<file path="src/rtl/cache_control_if.sv">
// Handshake and status bundle between the cache controller, the cache
// datapath, the CPU and physical memory. The controller takes the slave view;
// whoever drives requests and datapath status takes the master view.
interface cache_control_if #(
  parameter int CNT_WIDTH = 16
);
  // CPU side
  logic                 mem_read;
  logic                 mem_write;
  logic                 mem_resp;
  // datapath status
  logic                 is_hit;
  logic                 hit_sel;
  logic                 valid;
  logic                 dirty;
  logic                 lru;
  // array write enables and data bits
  logic                 w_Data_en;
  logic                 w_Tag_en;
  logic                 w_Valid_en;
  logic                 w_Dirty_en;
  logic                 w_LRU_en;
  logic                 Din_LRU;
  logic                 Din_Valid;
  logic                 Din_Dirty;
  // physical memory side
  logic                 pmem_read;
  logic                 pmem_write;
  logic                 pmem_addr_sel;
  logic                 pmem_resp;
  // event counters
  logic [CNT_WIDTH-1:0] hit_count;
  logic [CNT_WIDTH-1:0] miss_count;
  logic [CNT_WIDTH-1:0] wb_count;

  modport master (
    output mem_read, mem_write, is_hit, hit_sel, valid, dirty, lru, pmem_resp,
    input  mem_resp, w_Data_en, w_Tag_en, w_Valid_en, w_Dirty_en, w_LRU_en,
           Din_LRU, Din_Valid, Din_Dirty, pmem_read, pmem_write, pmem_addr_sel,
           hit_count, miss_count, wb_count
  );

  modport slave (
    input  mem_read, mem_write, is_hit, hit_sel, valid, dirty, lru, pmem_resp,
    output mem_resp, w_Data_en, w_Tag_en, w_Valid_en, w_Dirty_en, w_LRU_en,
           Din_LRU, Din_Valid, Din_Dirty, pmem_read, pmem_write, pmem_addr_sel,
           hit_count, miss_count, wb_count
  );
endinterface

</file>
<file path="src/rtl/cache_control.sv">
// Two-way set-associative cache controller. Mealy FSM (IDLE / WRITEBACK /
// ALLOCATE) that turns datapath status plus CPU and pmem handshakes into array
// write enables and pmem strobes, and keeps wrapping hit/miss/write-back
// counters. The victim way is chosen by the datapath from its LRU bit, so the
// lru status line is carried on the bus for the datapath but not needed here.
module cache_control #(
  parameter int CNT_WIDTH = 16
) (
  input logic           clk,
  input logic           reset,
  cache_control_if.slave bus
);

  typedef enum logic [1:0] {
    IDLE      = 2'd0,
    WRITEBACK = 2'd1,
    ALLOCATE  = 2'd2
  } state_t;

  state_t state;
  state_t next_state;

  logic hit;
  logic req;
  logic hit_evt;
  logic miss_evt;
  logic wb_evt;

  // A tag match on an invalid line is a miss.
  assign hit = bus.is_hit & bus.valid;
  assign req = bus.mem_read | bus.mem_write;

  // State register; reset aborts any pmem transaction in flight.
  always_ff @(posedge clk or posedge reset) begin
    if (reset) state <= IDLE;
    else       state <= next_state;
  end

  // Next-state: a started pmem transaction always runs to its pmem_resp.
  always_comb begin
    next_state = state;
    case (state)
      IDLE: begin
        if (req && !hit) next_state = bus.dirty ? WRITEBACK : ALLOCATE;
      end
      WRITEBACK: begin
        if (bus.pmem_resp) next_state = ALLOCATE;
      end
      ALLOCATE: begin
        if (bus.pmem_resp) next_state = IDLE;
      end
      default: next_state = IDLE;
    endcase
  end

  // Outputs and counter events; everything is held at 0 while reset is high.
  always_comb begin
    bus.mem_resp      = 1'b0;
    bus.w_Data_en     = 1'b0;
    bus.w_Tag_en      = 1'b0;
    bus.w_Valid_en    = 1'b0;
    bus.w_Dirty_en    = 1'b0;
    bus.w_LRU_en      = 1'b0;
    bus.Din_LRU       = 1'b0;
    bus.Din_Valid     = 1'b0;
    bus.Din_Dirty     = 1'b0;
    bus.pmem_read     = 1'b0;
    bus.pmem_write    = 1'b0;
    bus.pmem_addr_sel = 1'b0;
    hit_evt           = 1'b0;
    miss_evt          = 1'b0;
    wb_evt            = 1'b0;
    if (!reset) begin
      case (state)
        IDLE: begin
          if (req && hit) begin
            bus.mem_resp = 1'b1;
            bus.w_LRU_en = 1'b1;
            bus.Din_LRU  = ~bus.hit_sel;
            hit_evt      = 1'b1;
            // Write wins over read; the byte merge happens in the datapath.
            if (bus.mem_write) begin
              bus.w_Data_en  = 1'b1;
              bus.w_Dirty_en = 1'b1;
              bus.Din_Dirty  = 1'b1;
            end
          end else if (req) begin
            miss_evt = 1'b1;
          end
        end
        WRITEBACK: begin
          bus.pmem_write    = 1'b1;
          bus.pmem_addr_sel = 1'b1;
          wb_evt            = bus.pmem_resp;
        end
        ALLOCATE: begin
          bus.pmem_read = 1'b1;
          // Fill lands the same cycle pmem_resp arrives; LRU waits for the hit.
          if (bus.pmem_resp) begin
            bus.w_Data_en  = 1'b1;
            bus.w_Tag_en   = 1'b1;
            bus.w_Valid_en = 1'b1;
            bus.Din_Valid  = 1'b1;
            bus.w_Dirty_en = 1'b1;
            bus.Din_Dirty  = 1'b0;
          end
        end
        default: ;
      endcase
    end
  end

  // Event counters wrap modulo 2^CNT_WIDTH.
  always_ff @(posedge clk or posedge reset) begin
    if (reset) begin
      bus.hit_count  <= '0;
      bus.miss_count <= '0;
      bus.wb_count   <= '0;
    end else begin
      if (hit_evt)  bus.hit_count  <= bus.hit_count  + CNT_WIDTH'(1);
      if (miss_evt) bus.miss_count <= bus.miss_count + CNT_WIDTH'(1);
      if (wb_evt)   bus.wb_count   <= bus.wb_count   + CNT_WIDTH'(1);
    end
  end

endmodule

</file>
<file path="src/flat_wrapper.sv">
// flat-port wrapper written by rule: the top's interface ports become plain ports
module cache_control_flat 
#(
  parameter int CNT_WIDTH = 16
)
  (clk, reset, bus_mem_read, bus_mem_write, bus_is_hit, bus_hit_sel, bus_valid, bus_dirty, bus_lru, bus_pmem_resp, bus_mem_resp, bus_w_Data_en, bus_w_Tag_en, bus_w_Valid_en, bus_w_Dirty_en, bus_w_LRU_en, bus_Din_LRU, bus_Din_Valid, bus_Din_Dirty, bus_pmem_read, bus_pmem_write, bus_pmem_addr_sel, bus_hit_count, bus_miss_count, bus_wb_count);
  cache_control_if #(.CNT_WIDTH(CNT_WIDTH)) bus_i ();
  input logic clk;
  input logic reset;
  input wire logic [$bits(bus_i.mem_read)-1:0] bus_mem_read;
  input wire logic [$bits(bus_i.mem_write)-1:0] bus_mem_write;
  input wire logic [$bits(bus_i.is_hit)-1:0] bus_is_hit;
  input wire logic [$bits(bus_i.hit_sel)-1:0] bus_hit_sel;
  input wire logic [$bits(bus_i.valid)-1:0] bus_valid;
  input wire logic [$bits(bus_i.dirty)-1:0] bus_dirty;
  input wire logic [$bits(bus_i.lru)-1:0] bus_lru;
  input wire logic [$bits(bus_i.pmem_resp)-1:0] bus_pmem_resp;
  output wire logic [$bits(bus_i.mem_resp)-1:0] bus_mem_resp;
  output wire logic [$bits(bus_i.w_Data_en)-1:0] bus_w_Data_en;
  output wire logic [$bits(bus_i.w_Tag_en)-1:0] bus_w_Tag_en;
  output wire logic [$bits(bus_i.w_Valid_en)-1:0] bus_w_Valid_en;
  output wire logic [$bits(bus_i.w_Dirty_en)-1:0] bus_w_Dirty_en;
  output wire logic [$bits(bus_i.w_LRU_en)-1:0] bus_w_LRU_en;
  output wire logic [$bits(bus_i.Din_LRU)-1:0] bus_Din_LRU;
  output wire logic [$bits(bus_i.Din_Valid)-1:0] bus_Din_Valid;
  output wire logic [$bits(bus_i.Din_Dirty)-1:0] bus_Din_Dirty;
  output wire logic [$bits(bus_i.pmem_read)-1:0] bus_pmem_read;
  output wire logic [$bits(bus_i.pmem_write)-1:0] bus_pmem_write;
  output wire logic [$bits(bus_i.pmem_addr_sel)-1:0] bus_pmem_addr_sel;
  output wire logic [$bits(bus_i.hit_count)-1:0] bus_hit_count;
  output wire logic [$bits(bus_i.miss_count)-1:0] bus_miss_count;
  output wire logic [$bits(bus_i.wb_count)-1:0] bus_wb_count;
  assign bus_i.mem_read = bus_mem_read;
  assign bus_i.mem_write = bus_mem_write;
  assign bus_i.is_hit = bus_is_hit;
  assign bus_i.hit_sel = bus_hit_sel;
  assign bus_i.valid = bus_valid;
  assign bus_i.dirty = bus_dirty;
  assign bus_i.lru = bus_lru;
  assign bus_i.pmem_resp = bus_pmem_resp;
  assign bus_mem_resp = bus_i.mem_resp;
  assign bus_w_Data_en = bus_i.w_Data_en;
  assign bus_w_Tag_en = bus_i.w_Tag_en;
  assign bus_w_Valid_en = bus_i.w_Valid_en;
  assign bus_w_Dirty_en = bus_i.w_Dirty_en;
  assign bus_w_LRU_en = bus_i.w_LRU_en;
  assign bus_Din_LRU = bus_i.Din_LRU;
  assign bus_Din_Valid = bus_i.Din_Valid;
  assign bus_Din_Dirty = bus_i.Din_Dirty;
  assign bus_pmem_read = bus_i.pmem_read;
  assign bus_pmem_write = bus_i.pmem_write;
  assign bus_pmem_addr_sel = bus_i.pmem_addr_sel;
  assign bus_hit_count = bus_i.hit_count;
  assign bus_miss_count = bus_i.miss_count;
  assign bus_wb_count = bus_i.wb_count;
  cache_control #(.CNT_WIDTH(CNT_WIDTH)) u_core (.clk(clk), .reset(reset), .bus(bus_i));
endmodule
</file>
<file path="config.mk">
export PLATFORM = sky130hd
export DESIGN_NAME = cache_control_flat
export DESIGN_NICKNAME = d
export VERILOG_FILES = /design/src/rtl/cache_control_if.sv /design/src/rtl/cache_control.sv /design/src/flat_wrapper.sv
export SDC_FILE = /design/constraint.sdc
export NUM_CORES = 1
export LEC_CHECK = 0
export ABC_AREA = 1
export CAP_MARGIN = 20
export CORE_MARGIN = 2
export CORE_UTILIZATION = 40
export DETAILED_ROUTE_END_ITERATION = 8
export HOLD_SLACK_MARGIN = 0.15
export PLACE_DENSITY = 0.67
export REMOVE_ABC_BUFFERS = 1
export SLEW_MARGIN = 10
export SYNTH_ARGS = -nofsm -noshare
export SYNTH_HDL_FRONTEND = slang
export SYNTH_SLANG_ARGS = --single-unit
</file>
<file path="constraint.sdc">
create_clock -name clk -period 3.14 [get_ports clk]
set_input_delay 0.628 -clock clk [delete_from_list [all_inputs] [get_ports clk]]
set_output_delay 0.628 -clock clk [all_outputs]
set_load 0.005 [all_outputs]
</file>
# --- Yosys cells after proc, flatten, opt, wreduce, memory -nomap -nowiden ---
# Cells that the tools add are included.
totals:
  elab_cells: 50
  output_inout_bits: 60
  input_bits: 10
  regBits: 50
op_classes:
  reduce_logical: 5
  n_mux: 30
  bitwise: 3
  add_sub_neg: 3
  eq_ne: 5
ops:
  columns: ["operator", "count"]
  rows:
  - ["$add A16 B1 Y16 const B", 3]
  - ["$mux W1", 24]
  - ["$mux W2", 4]
  - ["$pmux W2 S3", 1]
  - ["$ne A2 B2 Y1 const B", 2]
  - ["$reduce_and A3 Y1", 1]
  - ["$eq A2 B1 Y1 const B", 1]
  - ["$eq A2 B2 Y1 const B", 1]
  - ["$logic_and A1 B1 Y1", 2]
  - ["$logic_not A2 Y1", 1]
  - ["$ne A2 B1 Y1 const B", 1]
  - ["$pmux W1 S2", 1]
  - ["$and A1 B1 Y1", 1]
  - ["$logic_not A1 Y1", 1]
  - ["$not A1 Y1", 1]
  - ["$or A1 B1 Y1", 1]

# --- Longest topological paths before layout ---
logic_depth:
  depth_word: 5
  ltp_mapped: 8
  mapped_depth_nobuf: 8

# --- Least setup slack after synthesis ---
# No wires, ideal clock.
synth_timing:
  path_kind: "input to output"
  from: "input port reset"
  to: "output port bus_w_LRU_en"
  arrival_time_ps: 2413
  cell_stages: 4
  slack_ps: 99
  n_path_buf: 1
  required_ps: 2512
  cell_sequence: "inv_1 nand2_4 nor2_4 buf_4"
synth_between:
  elab_chain_len: 1
synth_lines:
  columns: ["element", "line", "source"]
  rows:
  - ["from (decl)", "flat_wrapper.sv:9", "input logic reset;"]
  - ["$mux W1", null, null]
  - ["to (decl)", "flat_wrapper.sv:23", "output wire logic [$bits(bus_i.w_LRU_en)-1:0] bus_w_LRU_en;"]
# Every way passes these cells.

# --- Worst setup path after layout ---
layout_timing:
  from: "input port bus_pmem_resp"
  to: "output port bus_w_Tag_en"
layout_between:
  elab_chain_len: 3
layout_lines:
  columns: ["element", "line", "source"]
  rows:
  - ["from (decl)", "flat_wrapper.sv:17", "input wire logic [$bits(bus_i.pmem_resp)-1:0] bus_pmem_resp;"]
  - ["$mux W1", "cache_control.sv:99", "if (bus.pmem_resp) begin"]
  - ["$mux W1", "cache_control.sv:74", "case (state)"]
  - ["$mux W1", "cache_control.sv:73", "if (!reset) begin"]
  - ["to (decl)", "flat_wrapper.sv:20", "output wire logic [$bits(bus_i.w_Tag_en)-1:0] bus_w_Tag_en;"]
# Every way passes these cells.

==> run_results.csv <==
group,metric,value,unit
run_status,status,"complete, no violations",
setup_path,crit_top_cell,"clkdlybuf4s50_1",
placed_design,portBuffers,68,
power_and_ir_drop,power,1890,uW
clocking,postCtsResizedCells,0,
setup_path,worstPathCellList,"clkdlybuf4s50_1 -> inv_1 -> nor3_1 -> clkdlybuf4s50_1",
setup_path,max_stage_delay,0.59,ns
global_route,antenna_found_initial,0,
clocking,clk_pin_slew,0.09,ns
synth,synth_edf_count,0,
route,drc,0,
timing,max_freq,0.352,GHz
synth,ys_warn_count,0,
synth,yosys.area.top_type_share,43.7,%
setup_path,required,2.51,ns
timing,skew,0.00648,ns
clocking,cts.path.max_buffers,2,
synth,synth.cell_area,2860,um2
timing,final_hold_viol_count,0,
power_and_ir_drop,irDropWorstVdd,0.226,mV
clocking,cts_sinks,50,
global_route,grt_max_degree,52,
min_path,min_path_type,"reg2reg",
timing,slew_headroom,54.9,%
die,die_y,88.6,um
die,rows,30,
route,routed_wirelength,6390,um
global_route,grt_pass1_vias,2412,
synth,ys_top_cells_by_count,"130 x nand2_1, 50 x dfrtp_1, 44 x inv_1, 36 x nor2_1, 22 x nand3_1",
layout,synthToLayoutAreaGrowth,30.2,%
timing,setup_violations,0,
clocking,cts_setup_buffers,0,
global_route,grt_usage,17.7,%
synth,yosysTopAreaCell,"dfrtp_1",
setup_path,crit_type,"in2out",
clocking,clock_latency,0.31,ns
synth,synth.distinct_cells,23,
clocking,htree_levels,2,
layout,drive_gt1_share,5.72,%
timing,slew_viol_final,0,
power_and_ir_drop,p_leak,0.00181,uW
clocking,cts_buffers,5,
synth,netlist_instances,366,
timing,worst_slew_pin_slew,0.676,ns
route,dr.first_iter.drc_count,90,
route,drtAntennaViolNets,0,
setup_path,crit_fanout,4,
synth,synth-main-ff-cell,"dfrtp_1",
die,die_area,7850,um2
placed_design,dp_hpwl,4740,um
power_and_ir_drop,p_per_area,507,nW/um2
die,start_util,41.7,%
global_route,grt_overflow_total,0,
synth,synth_area_leaders,"dfrtp_1 44%, nand2_1 17%, inv_1 5.8%",
synth,yosysMostFrequentCell,"nand2_1",
synth,ys_async_sr_fraction,100,%
synth,seq_area_frac_synth,43.7,%
clocking,root_buffer,"clkbuf_8",
route,vias,2474,
synth,synth_seq_cells,50,
global_route,grt_pass1_wl,10900,um
route,wl_per_cell,12.0,um
route,drt-vias-per-instance,4.64,
setup_path,worstPathArrival,2.21,ns
die,io_pins,70,
setup_path,r2r-start,"u_core.bus.wb_count[1]",
placed_design,placed_area,3620,um2
setup_path,worstSetupStartpoint,"bus_pmem_resp",
placed_design,place.gp.congestion,0.815,
min_path,hp-start,"u_core.bus.hit_count[15]",
flow_run,cap_violations,0,
clocking,cts_tree,"built",
timing,rsz0062_at_grt,"false",
setup_path,slowest_stage,"clkdlybuf4s50_1",
timing,timing.final.crit_share,90.4,%
layout,final_cell_area,3730,um2
setup_path,endpoint_kind,"output pin",
timing,fin_crit,2.84,ns
die,die_x,88.6,um
timing,tns,0,ns
layout,fin_nets,449,
clocking,cts_hold_buf,0,
layout,diodes,0,
setup_path,crit_path_start_kind,"input pin",
synth,avgSynthCellArea,7.83,um2
route,drt_pass1_iterations,4,
die,core,6870,um2
==> per-layer routing <==
| layer | up-vias | track usage, % | wire, um |
|---|---|---|---|
| li1 | 1266 | - | - |
| met1 | 1138 | 24.2 | 3090 |
| met2 | 60 | 28.1 | 2930 |
| met3 | 10 | 2.99 | 245 |
| met4 | 0 | 7.02 | 128 |
| met5 | - | 0 | 0 |
==> per-stage QoR <==
stage / worst slack, ns / utilization (%) / hold WS (ns) / std cells
finish: 0.303 / 54.3 / 0.508 / 533
global route: 0.206 / 54.3 / 0.540 / 533
CTS: 0.248 / 54.3 / 0.518 / 533
detailed placement: 0.252 / 52.8 / 0.492 / 525
global placement: 0.290 / 52.8 / 0.475 / 525
floorplan: 0.167 / - / 0.476 / 360
==> sequential cells by signal, summed over array words and instances, names as in the netlist <==
signal	count
u_core.bus.wb_count	16
u_core.state	2
u_core.bus.miss_count	16
u_core.bus.hit_count	16
==> power by group <==
| group | switching, uW | leakage (uW) | internal [uW] | total [uW] |
|---|---|---|---|---|
| logic | 275 | 0.00110 | 301 | 576 |
| clock network | 214 | 0.0000524 | 239 | 453 |
| registers | 125 | 0.000650 | 738 | 863 |
| total | 614 | 0.00181 | 1280 | 1890 |
==> path summary, 6_finish.rpt <==
kind                                        endpoint  slack [ns]  cells after the start
hold / removal              u_core.bus.hit_count[15]        0.51                      2
hold reg to reg             u_core.bus.hit_count[15]        0.51                      2
min in group asynchronous    u_core.bus.hit_count[8]        1.03                      3
setup reg to reg             u_core.bus.wb_count[10]        1.61                      7
setup / recovery                        bus_w_Tag_en        0.30                      4
max in group asynchronous  u_core.bus.miss_count[15]        1.67                      3
==> placed cells by master (no fill, tap or decap), types with 2 or more instances in the layout <==
cell and n:
o21ai_0 3, ha_1 3, inv_1 43, clkbuf_1 2
nor3_1 6, nor2_8 3, nand4_1 16, xnor2_1 14
nand3b_1 4, inv_2 4, nor2_4 5, dfrtp_1 50
xor2_1 13, nor2_1 36, clkbuf_8 5, nand2_1 130
clkdlybuf4s50_1 68, nand2_4 3, nand3_1 22
==> critical path, delay by kind of cell <==
family / cells / cell delay, ns
simple gates: 1 / 0.36
buf+inv: 3 / 1.22
==> kinds of logic (layout without fill, tap and decap cells) <==
logic type      after synthesis  after routing  share of synthesized area [%]
compound gates                5              5                          0.917
xor+xnor                     28             28                           8.83
flops                        50             50                           43.7
fa+ha+maj                     3              3                           1.31
simple gates                227            227                           37.4
buf+inv                      53            124                           7.86
==> final cells by class <==
type,instances,area [um2]
repair buffers,69,688
clock buffers,7,76.3
multi-input cells,263,1390
inverters,47,176
fillers,672,3140
flip-flops and latches,50,1250
well taps,96,120
clock inverters,1,30.0
Power figures use the tool's default switching activity.
==> edit: new RTL, config.mk and constraints unchanged <==
`CNT_WIDTH` is set to 16 in 3 places; all go to 32.
--- a/src/rtl/cache_control_if.sv
+++ b/src/rtl/cache_control_if.sv
@@ -2,7 +2,7 @@
 // datapath, the CPU and physical memory. The controller takes the slave view;
 // whoever drives requests and datapath status takes the master view.
 interface cache_control_if #(
-  parameter int CNT_WIDTH = 16
+  parameter int CNT_WIDTH = 32
 );
   // CPU side
   logic                 mem_read;
--- a/src/rtl/cache_control.sv
+++ b/src/rtl/cache_control.sv
@@ -4,7 +4,7 @@
 // counters. The victim way is chosen by the datapath from its LRU bit, so the
 // lru status line is carried on the bus for the datapath but not needed here.
 module cache_control #(
-  parameter int CNT_WIDTH = 16
+  parameter int CNT_WIDTH = 32
 ) (
   input logic           clk,
   input logic           reset,
--- a/src/flat_wrapper.sv
+++ b/src/flat_wrapper.sv
@@ -1,7 +1,7 @@
 // flat-port wrapper written by rule: the top's interface ports become plain ports
 module cache_control_flat 
 #(
-  parameter int CNT_WIDTH = 16
+  parameter int CNT_WIDTH = 32
 )
   (clk, reset, bus_mem_read, bus_mem_write, bus_is_hit, bus_hit_sel, bus_valid, bus_dirty, bus_lru, bus_pmem_resp, bus_mem_resp, bus_w_Data_en, bus_w_Tag_en, bus_w_Valid_en, bus_w_Dirty_en, bus_w_LRU_en, bus_Din_LRU, bus_Din_Valid, bus_Din_Dirty, bus_pmem_read, bus_pmem_write, bus_pmem_addr_sel, bus_hit_count, bus_miss_count, bus_wb_count);
   cache_control_if #(.CNT_WIDTH(CNT_WIDTH)) bus_i ();
Ports: changed (resized bus_hit_count, bus_miss_count and bus_wb_count); port bits go from 70 to 118. The function was not compared with the original's and may differ.
==> edit against the unedited design <==
Cell area up 96%. Worst hold slack worse by 0.018 ns. Die area up 94%. Area after synthesis up 99%. Combinational power down 8.5%. First-iteration DRC count rose to 3.5 times the old value. Sequential cell count up 48. Worst setup slack worse by 0.040 ns. Critical path depth up 4. Power up 59%. Wire length up 110%. Critical path type unchanged. Largest cell class unchanged. Highest routed layer unchanged.
==> edit: results (changes against the unedited design) <==
H-tree levels -> 3 (+1)
Vias in the first global route -> 4803 (+99%)
F_max -> 347.5 MHz (-1.4%)
Top flop regs -> u_core.bus.hit_count (32), u_core.bus.miss_count (32), u_core.bus.wb_count (32)
Clk_lat worst skew -> 0.35 ns (+0.04 ns)
Sequential share of the synthesized area -> 43.05% (-0.64 points)
Top post-synthesis cells by count -> nand2_1 (295), nor2_1 (120), dfrtp_1 (98)
Maximum fanout along the worst path -> 6 (+2)
First-pass GRT wire length -> 22870 um (+110%)
Non-clock buffers -> 121 (+75%)
Seq_cells -> 98 (+96%)
1st-iter DRT viols -> 315 (+250%)
Area share of fa/ha/maj cells after synthesis -> 0.6589% (-0.65 points)
Syn avg cell area -> 7.202 um^2 (-8.0%)
Final Net Count -> 928 (+110%)
Inverters -> 95 (+100%)
Port bufs -> 116 (+71%)
Synth Area in Compound Gates -> 0.9444% (+0.027 points)
Final Util -> 52.73% (-1.6 points)
Total track usage -> 19.05% (+1.3 points)
Clock Pin Slew Worst Setup and Hold Paths -> 0.06 ns (-0.03 ns)
Critical Path Sink -> bus_Din_LRU
Post-DP Area -> 7059 um^2 (+95%)
Status -> finished clean
TritonCTS Buffers -> 9 (+4)
Distinct cells, synth -> 28 (+22%)
Critical Path Source -> bus_is_hit
Fillers -> 1395 (+110%)
Gpl congestion -> 0.8137 (-0.12%)
Hpwl dp -> 10430 um (+120%)
Sequential Area -> 2452 um^2 (+96%)
Layout Cells excl Fill -> 1097 (+110%)
Max Clock Skew -> 0.008385 ns (+0.001910 ns)
Multi-input gate area -> 2821 um^2 (+100%)
#MultiIn Comb -> 590 (+120%)
# clk buffers -> 13 (+6)
DRT Pass-1 Iters -> 5 (+1)
Lkg Pwr -> 3.290 nW (+82%)
CTS Root Cell -> clkbuf_16
Synth Area in XOR/XNOR -> 6.589% (-2.2 points)
## edit: cell count changes in the layout (fill, tap and decap cells not counted), sizes merged, moves of 4 or more
cell	delta
buf	+4
clkbuf	+6
clkdlybuf4s50	+48
dfrtp	+48
inv	+48
nand2	+169
nand3	+31
nand3b	+15
nor2	+92
o21ai	+4
xnor2	+10
xor2	+4
## edit: metal layers
layer	vias to the layer above	share of wire [%]	wire length (um)	global-route usage (%)
li1	2676	-	-	-
met3	12	4.4	600	3.229
met1	2391	49	6724	26.99
met4	0	1.6	221	6.321
met2	94	45	6061	29.53
met5	-	0	0	0
## edit: power groups by stage
stage | Clock (W) | Sequential (W) | Combinational (W)
after floorplan | 0 | 0.00146 | 0.000269
after global placement | 0 | 0.00147 | 0.000531
after detailed placement | 0 | 0.00147 | 0.000535
after CTS | 0.00105 | 0.00145 | 0.000538
after global routing | 0.00110 | 0.00146 | 0.000593
final | 0.00103 | 0.00145 | 0.000527
